===== config.mk =====
export PLATFORM = sky130hd
export DESIGN_NAME = range_ctrl
export DESIGN_NICKNAME = d
export VERILOG_FILES = /design/src/rtl/range_pkg.sv /design/src/rtl/edge_sync.sv /design/src/rtl/range_ctrl.sv
export SDC_FILE = /design/constraint.sdc
export NUM_CORES = 1
export LEC_CHECK = 0
export CAP_MARGIN = 40
export CORE_ASPECT_RATIO = 0.9
export CORE_MARGIN = 1.5
export CORE_UTILIZATION = 57
export DETAILED_ROUTE_END_ITERATION = 12
export DONT_BUFFER_PORTS = 1
export PLACE_DENSITY_LB_ADDON = 0.05
export SYNTH_ARGS = -nofsm -noshare
export SYNTH_HDL_FRONTEND = slang
export SYNTH_SLANG_ARGS = --single-unit

===== constraint.sdc =====
create_clock -name clk -period 1.9 [get_ports clk]
set_input_delay 0.38 -clock clk [delete_from_list [all_inputs] [get_ports clk]]
set_output_delay 0.38 -clock clk [all_outputs]
set_load 0.02 [all_outputs]

===== src/rtl/range_pkg.sv =====
// Shared types and default constants for the auto-ranging frequency counter.
package range_pkg;

   // Width of the edge counter and of the reported reading.
   localparam int unsigned CNT_W = 14;

   // Default timing and scale constants (50 MHz system clock).
   localparam int unsigned GATE_CYCLES_DEF   = 50_000_000;
   localparam int unsigned FULL_SCALE_DEF    = 9999;
   localparam int unsigned LOW_SCALE_DEF     = 900;
   localparam int unsigned SETTLE_CYCLES_DEF = 1024;

   // Measurement FSM states.
   typedef enum logic [1:0] {
      GATE   = 2'd0,
      EVAL   = 2'd1,
      SETTLE = 2'd2
   } state_t;

   // Saturating increment for the edge counter: sticks at all-ones.
   function automatic logic [CNT_W-1:0] sat_inc(input logic [CNT_W-1:0] v);
      logic [CNT_W-1:0] r;
      if (v == {CNT_W{1'b1}}) begin
         r = v;
      end else begin
         r = v + {{(CNT_W-1){1'b0}}, 1'b1};
      end
      return r;
   endfunction

endpackage


===== src/rtl/edge_sync.sv =====
// Brings the asynchronous ranged signal into the clk domain and turns each
// rising edge into a single-cycle pulse. A rise on din appears on pulse
// after two synchronizer flops; the third flop holds the previous level.
module edge_sync (
   input  logic clk,
   input  logic rst_n,
   input  logic din,
   output logic pulse
);

   logic sync1_r;
   logic sync2_r;
   logic prev_r;

   // Two-flop synchronizer followed by the previous-level register.
   always_ff @(posedge clk or negedge rst_n) begin
      if (!rst_n) begin
         sync1_r <= 1'b0;
         sync2_r <= 1'b0;
         prev_r  <= 1'b0;
      end else begin
         sync1_r <= din;
         sync2_r <= sync1_r;
         prev_r  <= sync2_r;
      end
   end

   assign pulse = sync2_r & ~prev_r;

endmodule


===== src/rtl/range_ctrl.sv =====
// Auto-ranging controller: counts synchronized rising edges of sigin over a
// fixed gate window, then either publishes the reading or switches the
// external divider between direct and /10 and waits for it to settle.
module range_ctrl
   import range_pkg::*;
#(
   parameter int unsigned GATE_CYCLES   = GATE_CYCLES_DEF,
   parameter int unsigned FULL_SCALE    = FULL_SCALE_DEF,
   parameter int unsigned LOW_SCALE     = LOW_SCALE_DEF,
   parameter int unsigned SETTLE_CYCLES = SETTLE_CYCLES_DEF
) (
   input  logic             clk,
   input  logic             rst_n,
   input  logic             sigin,
   input  logic             manual_en,
   input  logic             manual_mode,
   output logic             modein,
   output logic [CNT_W-1:0] count,
   output logic             overflow,
   output logic             valid
);

   localparam int unsigned GW = (GATE_CYCLES > 1) ? $clog2(GATE_CYCLES) : 1;
   localparam int unsigned SW = (SETTLE_CYCLES > 1) ? $clog2(SETTLE_CYCLES) : 1;

   localparam logic [GW-1:0]    GATE_LAST   = GW'(GATE_CYCLES - 1);
   localparam logic [SW-1:0]    SETTLE_LAST = SW'(SETTLE_CYCLES - 1);
   localparam logic [CNT_W-1:0] FULL_C      = CNT_W'(FULL_SCALE);
   localparam logic [CNT_W-1:0] LOW_C       = CNT_W'(LOW_SCALE);

   state_t           state_r;
   state_t           state_s;
   logic [GW-1:0]    gate_cnt_r;
   logic [GW-1:0]    gate_cnt_s;
   logic [SW-1:0]    settle_cnt_r;
   logic [SW-1:0]    settle_cnt_s;
   logic [CNT_W-1:0] edge_cnt_r;
   logic [CNT_W-1:0] edge_cnt_s;
   logic             modein_r;
   logic             modein_s;
   logic [CNT_W-1:0] count_r;
   logic [CNT_W-1:0] count_s;
   logic             overflow_r;
   logic             overflow_s;
   logic             valid_r;
   logic             valid_s;

   logic             edge_s;
   logic             range_chg_s;
   logic             over_s;
   logic             under_s;

   edge_sync u_edge_sync (
      .clk   (clk),
      .rst_n (rst_n),
      .din   (sigin),
      .pulse (edge_s)
   );

   // A forced range that differs from the one currently driven is a range
   // change; dropping manual_en keeps modein, so it never causes one.
   assign range_chg_s = manual_en && (manual_mode != modein_r);
   assign over_s      = (edge_cnt_r > FULL_C);
   assign under_s     = (edge_cnt_r < LOW_C);

   // Next-state, counter and output computation for the measurement FSM.
   always_comb begin
      state_s      = state_r;
      gate_cnt_s   = gate_cnt_r;
      settle_cnt_s = settle_cnt_r;
      edge_cnt_s   = edge_cnt_r;
      modein_s     = modein_r;
      count_s      = count_r;
      overflow_s   = overflow_r;
      valid_s      = 1'b0;

      if (range_chg_s) begin
         // Manual range change aborts whatever is in progress (also restarts
         // an ongoing settle window).
         modein_s     = manual_mode;
         state_s      = SETTLE;
         gate_cnt_s   = '0;
         settle_cnt_s = '0;
         edge_cnt_s   = '0;
      end else begin
         case (state_r)
            GATE: begin
               if (edge_s) begin
                  edge_cnt_s = sat_inc(edge_cnt_r);
               end else begin
                  edge_cnt_s = edge_cnt_r;
               end
               if (gate_cnt_r == GATE_LAST) begin
                  state_s = EVAL;
               end else begin
                  gate_cnt_s = gate_cnt_r + {{(GW-1){1'b0}}, 1'b1};
               end
            end

            EVAL: begin
               gate_cnt_s   = '0;
               edge_cnt_s   = '0;
               settle_cnt_s = '0;
               if (!manual_en && over_s && !modein_r) begin
                  modein_s = 1'b1;
                  state_s  = SETTLE;
               end else if (!manual_en && under_s && modein_r) begin
                  modein_s = 1'b0;
                  state_s  = SETTLE;
               end else if (over_s) begin
                  count_s    = FULL_C;
                  overflow_s = 1'b1;
                  valid_s    = 1'b1;
                  state_s    = GATE;
               end else begin
                  count_s    = edge_cnt_r;
                  overflow_s = 1'b0;
                  valid_s    = 1'b1;
                  state_s    = GATE;
               end
            end

            SETTLE: begin
               gate_cnt_s = '0;
               edge_cnt_s = '0;
               if (settle_cnt_r == SETTLE_LAST) begin
                  settle_cnt_s = '0;
                  state_s      = GATE;
               end else begin
                  settle_cnt_s = settle_cnt_r + {{(SW-1){1'b0}}, 1'b1};
               end
            end

            default: begin
               state_s      = GATE;
               gate_cnt_s   = '0;
               settle_cnt_s = '0;
               edge_cnt_s   = '0;
            end
         endcase
      end
   end

   // State, counters and registered outputs.
   always_ff @(posedge clk or negedge rst_n) begin
      if (!rst_n) begin
         state_r      <= GATE;
         gate_cnt_r   <= '0;
         settle_cnt_r <= '0;
         edge_cnt_r   <= '0;
         modein_r     <= 1'b0;
         count_r      <= '0;
         overflow_r   <= 1'b0;
         valid_r      <= 1'b0;
      end else begin
         state_r      <= state_s;
         gate_cnt_r   <= gate_cnt_s;
         settle_cnt_r <= settle_cnt_s;
         edge_cnt_r   <= edge_cnt_s;
         modein_r     <= modein_s;
         count_r      <= count_s;
         overflow_r   <= overflow_s;
         valid_r      <= valid_s;
      end
   end

   assign modein   = modein_r;
   assign count    = count_r;
   assign overflow = overflow_r;
   assign valid    = valid_r;

endmodule


Word-level counts from Yosys, hierarchy flattened
Index checks and enable logic that the tools add are counted.
- equality and inequality tests: 12
- multiplexer cells: 26
- magnitude comparators: 2
- add/sub/neg operators: 3
- reductions and logical operators: 14
- bitwise operators: 5
- operator list (kind ; number):
    $mux W26 ; 3
    $mux W14 ; 5
    $add A26 B1 Y26 const B ; 1
    $eq A26 B26 Y1 const B ; 1
    $mux W10 ; 2
    $pmux W10 S2 ; 1
    $ne A3 B3 Y1 const B ; 5
    $add A14 B1 Y14 const B ; 1
    $eq A14 B14 Y1 const B ; 1
    $gt A14 B14 Y1 const B ; 1
    $lt A14 B10 Y1 const B ; 1
    $add A10 B1 Y10 const B ; 1
    $eq A10 B10 Y1 const B ; 1
    $mux W2 ; 5
    $mux W1 ; 9
    $pmux W2 S3 ; 1
    $reduce_and A2 Y1 ; 3
    $logic_and A1 B1 Y1 ; 5
    $not A1 Y1 ; 4
    $reduce_and A4 Y1 ; 1
    $reduce_bool A3 Y1 ; 1
    $eq A2 B1 Y1 const B ; 1
    $eq A2 B2 Y1 const B ; 1
    $logic_not A1 Y1 ; 2
    5 further kinds ; 5
- bits of input ports: 5
- bits in registers: 72

Depth between registers and ports, before layout
Gate-level depths: netlist of run 1.
- word-level depth: 7
- mapped depth: 8
- mapped depth without buffers: 6

Hierarchy
From an unflattened synthesis of run 1, not the netlist that was laid out.
- cells, all modules: 347
- area, all modules: 3493.4 µm²
- modules (own cells, without submodules) (module ; times used ; area an instance (µm²) ; cells each):
    range_ctrl ; 1 ; 3404.5 ; 343
    edge_sync ; 1 ; 88.8 ; 4

Worst setup path after synthesis of run 1
Ideal clock, no wire load.
- path kind: reg2reg
- start: reg modein_r, in the netlist modein
- end: reg count_r[13], in the netlist count[13]
- stages on the path, launching flop included: 6
- arrival time: 1.785 ns
- slack: -0.010 ns
- period minus slack after synthesis: 1.910 ns
- cell sequence: dfrtp_1 > or4b_1 > nor4_4 > or3_1 > buf_6 > mux2_4
- longest elaborated chain between the ends: 4
- RTL lines (what ; RTL line ; source):
    from (decl) ; range_ctrl.sv:39 ; logic modein_r;
    from (signal assigned) ; range_ctrl.sv:160 ; modein_r <= modein_s;
    $ne A1 B1 Y1 or $logic_not A1 Y1 (tied branches) ; range_ctrl.sv:62, range_ctrl.sv:104 ;
    $logic_and A1 B1 Y1 (on tied branches) ; range_ctrl.sv:62, range_ctrl.sv:104 ;
    $not A1 Y1 (no line) ; - ;
    $reduce_and A4 Y1 (no line) (*) ; - ;
    to (signal assigned) ; range_ctrl.sv:161 ; count_r <= count_s;
    to (decl) ; range_ctrl.sv:41 ; logic [CNT_W-1:0] count_r;
Mark *: on every way between the ends. The rest lies on a longest branch, timed or not.
A chain may end at the register's enable or synchronous reset.

Final worst setup path of run 1
- start: reg edge_cnt_r[7]
- end: reg count_r[12], in the netlist count[12]
- longest elaborated chain between the ends: 5
- RTL lines (what ; RTL line ; source):
    from (decl) ; range_ctrl.sv:37 ; logic [CNT_W-1:0] edge_cnt_r;
    from (signal assigned) ; range_ctrl.sv:159 ; edge_cnt_r <= edge_cnt_s;
    $lt A14 B10 Y1 or $gt A14 B14 Y1 (tied branches) ; range_ctrl.sv:64, range_ctrl.sv:63 ;
    $logic_and A1 B1 Y1 (on tied branches) (2 in a row) ; range_ctrl.sv:107, range_ctrl.sv:104 ;
    $not A1 Y1 (no line) ; - ;
    $reduce_and A4 Y1 (no line) ; - ;
Parallel ways exist; a longest one is shown, timed or not.

==> out/metrics.csv, run 1 <==
metric;value;unit
unrepaired setup endpoints after global routing;true;
Setup CP Type;flop to flop;
Filler Cell Count;464;
Rows;27;
Avg Cell Area, Syn;9.99;um^2
Seq/Total Area, Yosys;50.8;%
Final period util;99.1;%
clock sink count;72;
fin nets;413;
GRT Total Usage;25.6;%
GRT overflow;0;
Pwr Density;825;nW/um^2
Max Cap Viol;0;
Fin. Hold Viols;72;
minimum clock period;1.88;ns
pre-CTS setup slack;-0.0762;ns
dpl hpwl;5310;um
Hold Crit Class;input port to asynchronous set/reset pin;
share of layout cells above drive strength 1;21.2;%
CP Max Fanout;5;
worst path required time;2.15;ns
die width;86.2;um
via density per instance;5.87;
Worst-Margin Slew;0.408;ns
Pleak;1.86;nW
final hold slack;-0.293;ns
max_slew headroom;72.6;%
antenna violations before repair;0;
CP endpoint kind;flop;
CTS clk-pin slew, worst paths;0.08;ns
count of different cell masters after synthesis;46;
Final Setup Violations;0;
utilization after layout;70.4;%
final count of pins violating max slew;0;
# H-tree levels;3;
vias;2827;
gpl congestion;0.816;
Initial Utilization;58.3;%
DRT iter0 DRCs;165;
number of I/O port buffers;0;
Total Routed Length;7740;um
YS warnings;0;
Post-Syn Instances;355;
CP Launch Type;flop;
Final WS setup;0.0167;ns
# DRC;0;
commonest cells after routing, fill and taps aside;dfrtp_1 (70), buf_4 (51), nor2_1 (44), nand2_1 (23);
Die H;77.8;um
Max Clock Skew;0.0101;ns
RR Startpoint;edge_cnt_r[7];
syn_nets;363;
final antenna-violating net count;0;
largest net degree at the start of global routing;73;
commonest non-fill, non-tap cell in the layout;dfrtp_1;
die area;6710;um^2
worst r2r path cells;6;
vias in the first global route;2724;
critical path arrival;2.13;ns
Syn Std Cell Area;3550;um^2
register bit total from synthesis;72;
fmax;0.531;GHz
core area;6080;um^2
CTS root buffer;clkbuf_8;
area grow syn2layout;20.7;%
Synth async-reset ratio;100;%
ANT cells;0;
Post-synth EDFFs;0;
Worst VDD drop;559;uV
first-pass GRT wire length;13100;um
# IOs;22;
failing checks;hold timing;
clk_lat worst skew;0.36;ns
crit path launch;edge_cnt_r[7];
Cells after DPL;465;
wire per inst;16.1;um
clock tree buffer depth;2;
TritonCTS Buffers;9;
status;finished, violations left;
Synth Flop Type;dfrtp_1;
CTS tree;yes;
DR pass1 iterations;4;
Finished Layout Cells;482;
[final timing paths]
path                                        to  slack, ns
setup reg to reg                     count[12]       0.02
min in group clk           u_edge_sync.sync1_r       0.04
max in group asynchronous       gate_cnt_r[11]       2.09
hold reg to reg            u_edge_sync.sync2_r       0.36
hold / removal                   edge_cnt_r[8]      -0.29
setup / recovery                     count[12]       0.02
[critical path, cell delays in order (launching register included)]
cell and delay (ns):
dfrtp_1 0.43, nor4_2 0.27, o21ai_1 0.14, and2_4 0.16
or3_4 0.43, buf_6 0.14, a22o_1 0.21
[flip-flops by register name, summed over array words and instances, names as in the netlist]
| name | flops |
|---|---|
| count | 14 |
| edge_cnt_r | 14 |
| gate_cnt_r | 26 |
| modein | 1 |
| overflow | 1 |
| settle_cnt_r | 10 |
| state_r | 2 |
| u_edge_sync.prev_r | 1 |
| u_edge_sync.sync1_r | 1 |
| u_edge_sync.sync2_r | 1 |
| valid | 1 |
[kinds of logic (layout without fill, tap and decap cells)]
| family | count (synthesis) | after routing | share of synthesized area (%) |
|---|---|---|---|
| simple gates | 163 | 163 | 24.6 |
| flops | 72 | 72 | 50.8 |
| compound gates | 59 | 59 | 11.6 |
| xor+xnor | 35 | 35 | 8.64 |
| buf+inv | 21 | 76 | 2.65 |
| fa+ha+maj | 3 | 3 | 1.06 |
| mux | 2 | 2 | 0.705 |
[what timing repair did]
| item | in CTS | in global routing |
|---|---|---|
| pin swaps | 0 | 4 |
| gates cloned | 0 | 0 |
| resized for setup | 1 | 14 |
| setup endpoints to repair | 12 | 29 |
| setup buffers | 0 | 2 |
| endpoints found under the hold margin | 72 | 72 |
[per-layer routing]
layer	GRT usage [%]	part of all wire [%]	vias up
li1	-	-	1392
met1	36.9	51	1380
met2	36.9	44	49
met3	8.94	4.3	6
met4	6.61	0.96	0
met5	0	0	-
[where the power goes]
part / switching, mW / total [mW] / internal [mW]
clock: 0.611 / 1.48 / 0.874
sequential: 0.0499 / 1.64 / 1.59
combinational: 0.225 / 0.406 / 0.180
total: 0.887 / 3.53 / 2.65
[stage by stage]
stage	TNS (ns)	instance area [um^2]	total power, mW
6_report	0	4280	3.53
5_1_grt	-0.360	4280	3.68
4_1_cts	-0.00132	4210	3.55
3_5_place_dp	-0.719	3960	2.06
3_3_place_gp	-0.561	3950	2.05
2_1_floorplan	0	3550	1.89
[layout make-up]
class / count / area, um^2 / share of cell area, %
Multi-Input combinational cell: 262 / 1720 / 40.1
Clock inverter: 7 / 120 / 2.80
Tap cell: 72 / 90.1 / 2.10
Sequential cell: 72 / 1800 / 42.1
Inverter: 7 / 26.3 / 0.613
Clock buffer: 9 / 124 / 2.89
Timing Repair Buffer: 53 / 399 / 9.32
[Yosys cell counts (7+ instances only)]
cell       n  share of area, %
dfrtp_1   72                51
nor2_1    44               4.7
nand2_1   23               2.4
nand3_1   22               3.1
xnor2_1   21               5.2
nand4_1   15               2.6
xor2_1    14               3.5
a21oi_1   13               1.8
nor3_1    11               1.6
nor4_1     9               1.6
a31oi_1    8               1.4
o21ai_0    8               1.1
a22o_1     7               1.7
and3_1     7               1.2
and4_1     7               1.7
clkbuf_1   7              0.74
o22a_1     7               1.7
No activity file was read; power rests on OpenSTA's default activity.
==> run 2: changes to the inputs <==
GPL_ROUTABILITY_DRIVEN = 0   (was default)
SETUP_SLACK_MARGIN = 0.2   (was default)
==> out/metrics.csv, run 2 (same netlist as run 1, synthesis figures left out) <==
metric;value;unit;change
GRT Total Usage;25.6;%;-0.028 points
Filler Cell Count;418;;-9.9%
worst path required time;2.13;ns;-0.02 ns
first-pass GRT wire length;13300;um;+1.5%
Final Power;3.46;mW;-2.1%
GRT overflow;0;;unchanged
clock tree buffer depth;2;;unchanged
final hold slack;-0.274;ns;+0.0184 ns
die area;6710;um^2;unchanged
DRT iter0 DRCs;231;;+40%
Reg with most FFs;gate_cnt_r;;
Hold Crit Class;input port to asynchronous set/reset pin;;
Max Cap Viol;0;;unchanged
area grow syn2layout;28.4;%;
# DRC;0;;unchanged
Pwr Density;760;nW/um^2;-7.9%
antenna violations before repair;0;;unchanged
Rows;27;;unchanged
final antenna-violating net count;0;;unchanged
ANT cells;0;;unchanged
number of I/O port buffers;0;;unchanged
status;finished, violations left;;
cell family with the largest share of critical-path delay;simple AND/OR/NAND/NOR gates;;
via density per instance;6.08;;+3.7%
final count of pins violating max slew;0;;unchanged
largest net degree at the start of global routing;73;;unchanged
max_slew headroom;73.6;%;+1.0 points
CTS clk-pin slew, worst paths;0.08;ns;about the same
Final period util;96.1;%;-3.0 points
# H-tree levels;3;;unchanged
share of layout cells above drive strength 1;31.5;%;+10 points
# IOs;22;;unchanged
dpl hpwl;5270;um;-0.71%
vias in the first global route;2844;;+4.4%
most used cell, CP;buf_4;;
worst path bufs/invs;2;;+1
unrepaired setup endpoints after global routing;true;;
clk_lat worst skew;0.34;ns;-0.02 ns
Setup CP Type;flop to flop;;
max FFs per register;26;;unchanged
Total Routed Length;8710;um;+13%
Worst-Margin Slew;0.397;ns;-0.0115 ns
CP Max Fanout;6;;+1
commonest non-fill, non-tap cell in the layout;dfrtp_1;;
CP endpoint kind;flop;;
critical path arrival;2.06;ns;-0.07 ns
wire per inst;17.6;um;+9.8%
failing checks;hold timing;;
Fin. Hold Viols;72;;unchanged
Die H;77.8;um;unchanged
vias;3005;;+6.3%
commonest cells after routing, fill and taps aside;dfrtp_1 (67), buf_4 (62), nor2_1 (43), nand3_1 (21), xnor2_1 (21);;
crit-path cells;or4b_4 -> nor4_4 -> buf_4 -> nor3_2 -> buf_4 -> a22o_1;;
Worst VDD drop;544;uV;-2.7%
core area;6080;um^2;unchanged
Final Setup Violations;0;;unchanged
clock sink count;72;;unchanged
TritonCTS Buffers;9;;unchanged
Max Clock Skew;0.00786;ns;-0.00223 ns
fmax;0.548;GHz;+3.2%
Initial Utilization;58.3;%;unchanged
minimum clock period;1.83;ns;-0.0578 ns
die width;86.2;um;unchanged
CP Launch Type;flop;;
Pleak;1.97;nW;+5.7%
DR pass1 iterations;4;;unchanged
Worst path slowest cell;or4b_4;;
Worst path max stage delay;0.57;ns;+0.14 ns
utilization after layout;74.9;%;+4.4 points
CTS tree;yes;;
fin nets;425;;+2.9%
CTS root buffer;clkbuf_8;;
==> run 2: final timing paths <==
path                                     start                  end  slack, ns  cells past startpoint
setup / recovery                edge_cnt_r[11]            count[11]       0.07                      6
hold / removal                           rst_n      settle_cnt_r[0]      -0.27                      0
setup reg to reg                edge_cnt_r[11]            count[11]       0.07                      6
hold reg to reg            u_edge_sync.sync1_r  u_edge_sync.sync2_r       0.37                      0
max in group asynchronous                rst_n       gate_cnt_r[10]       2.07                      0
min in group clk                         sigin  u_edge_sync.sync1_r       0.06                      0
==> run 2: stage by stage <==
step	cell area [um^2]	hold slack (ns)	cells	worst slack, ns	setup TNS (ns)
finish	4550	-0.274	494	0.0745	0
global route	4550	-0.302	494	-0.00868	-0.0220
CTS	4270	-0.286	481	0.0944	0
detailed placement	3940	0.0858	460	-0.0269	-0.156
global placement	3940	0.0857	459	-0.133	-0.343
floorplan	3570	0.0844	355	0.0259	0
==> run 2: repair_timing <==
| item | in CTS | in global routing |
|---|---|---|
| buffers inserted | 5 | 12 |
| endpoints found under the setup margin | 32 | 58 |
| cloned | 0 | 1 |
| resized for setup | 16 | 41 |
| pin swaps | 7 | 18 |
| hold endpoints to repair | 72 | 72 |
==> run 2: final cells by class <==
class | instances | area (um^2) | area share, %
clock buffers | 11 | 141 | 3.11
clock inverters | 5 | 78.8 | 1.73
inverters | 7 | 26.3 | 0.577
multi-input cells | 263 | 1930 | 42.3
flip-flops and latches | 72 | 1810 | 39.7
well taps | 72 | 90.1 | 1.98
repair buffers | 64 | 482 | 10.6
==> run 2: report_power, final <==
part           internal [mW]  switching (mW)  total [mW]
Clock                  0.776           0.565        1.34
Sequential              1.59          0.0583        1.65
Combinational          0.223           0.243       0.466
==> run 2: worst reg2reg max path, stage by stage, from the launching register on <==
cell,delay [ns]
dfrtp_1,0.42
or4b_4,0.57
nor4_4,0.19
buf_4,0.17
nor3_2,0.04
buf_4,0.15
a22o_1,0.19
==> run 2: routing by layer <==
layer  wire [um]  track usage (%)
met1        3950             35.7
met2        4220             40.0
met3         449             6.28
met4          93             6.94
met5           0                0
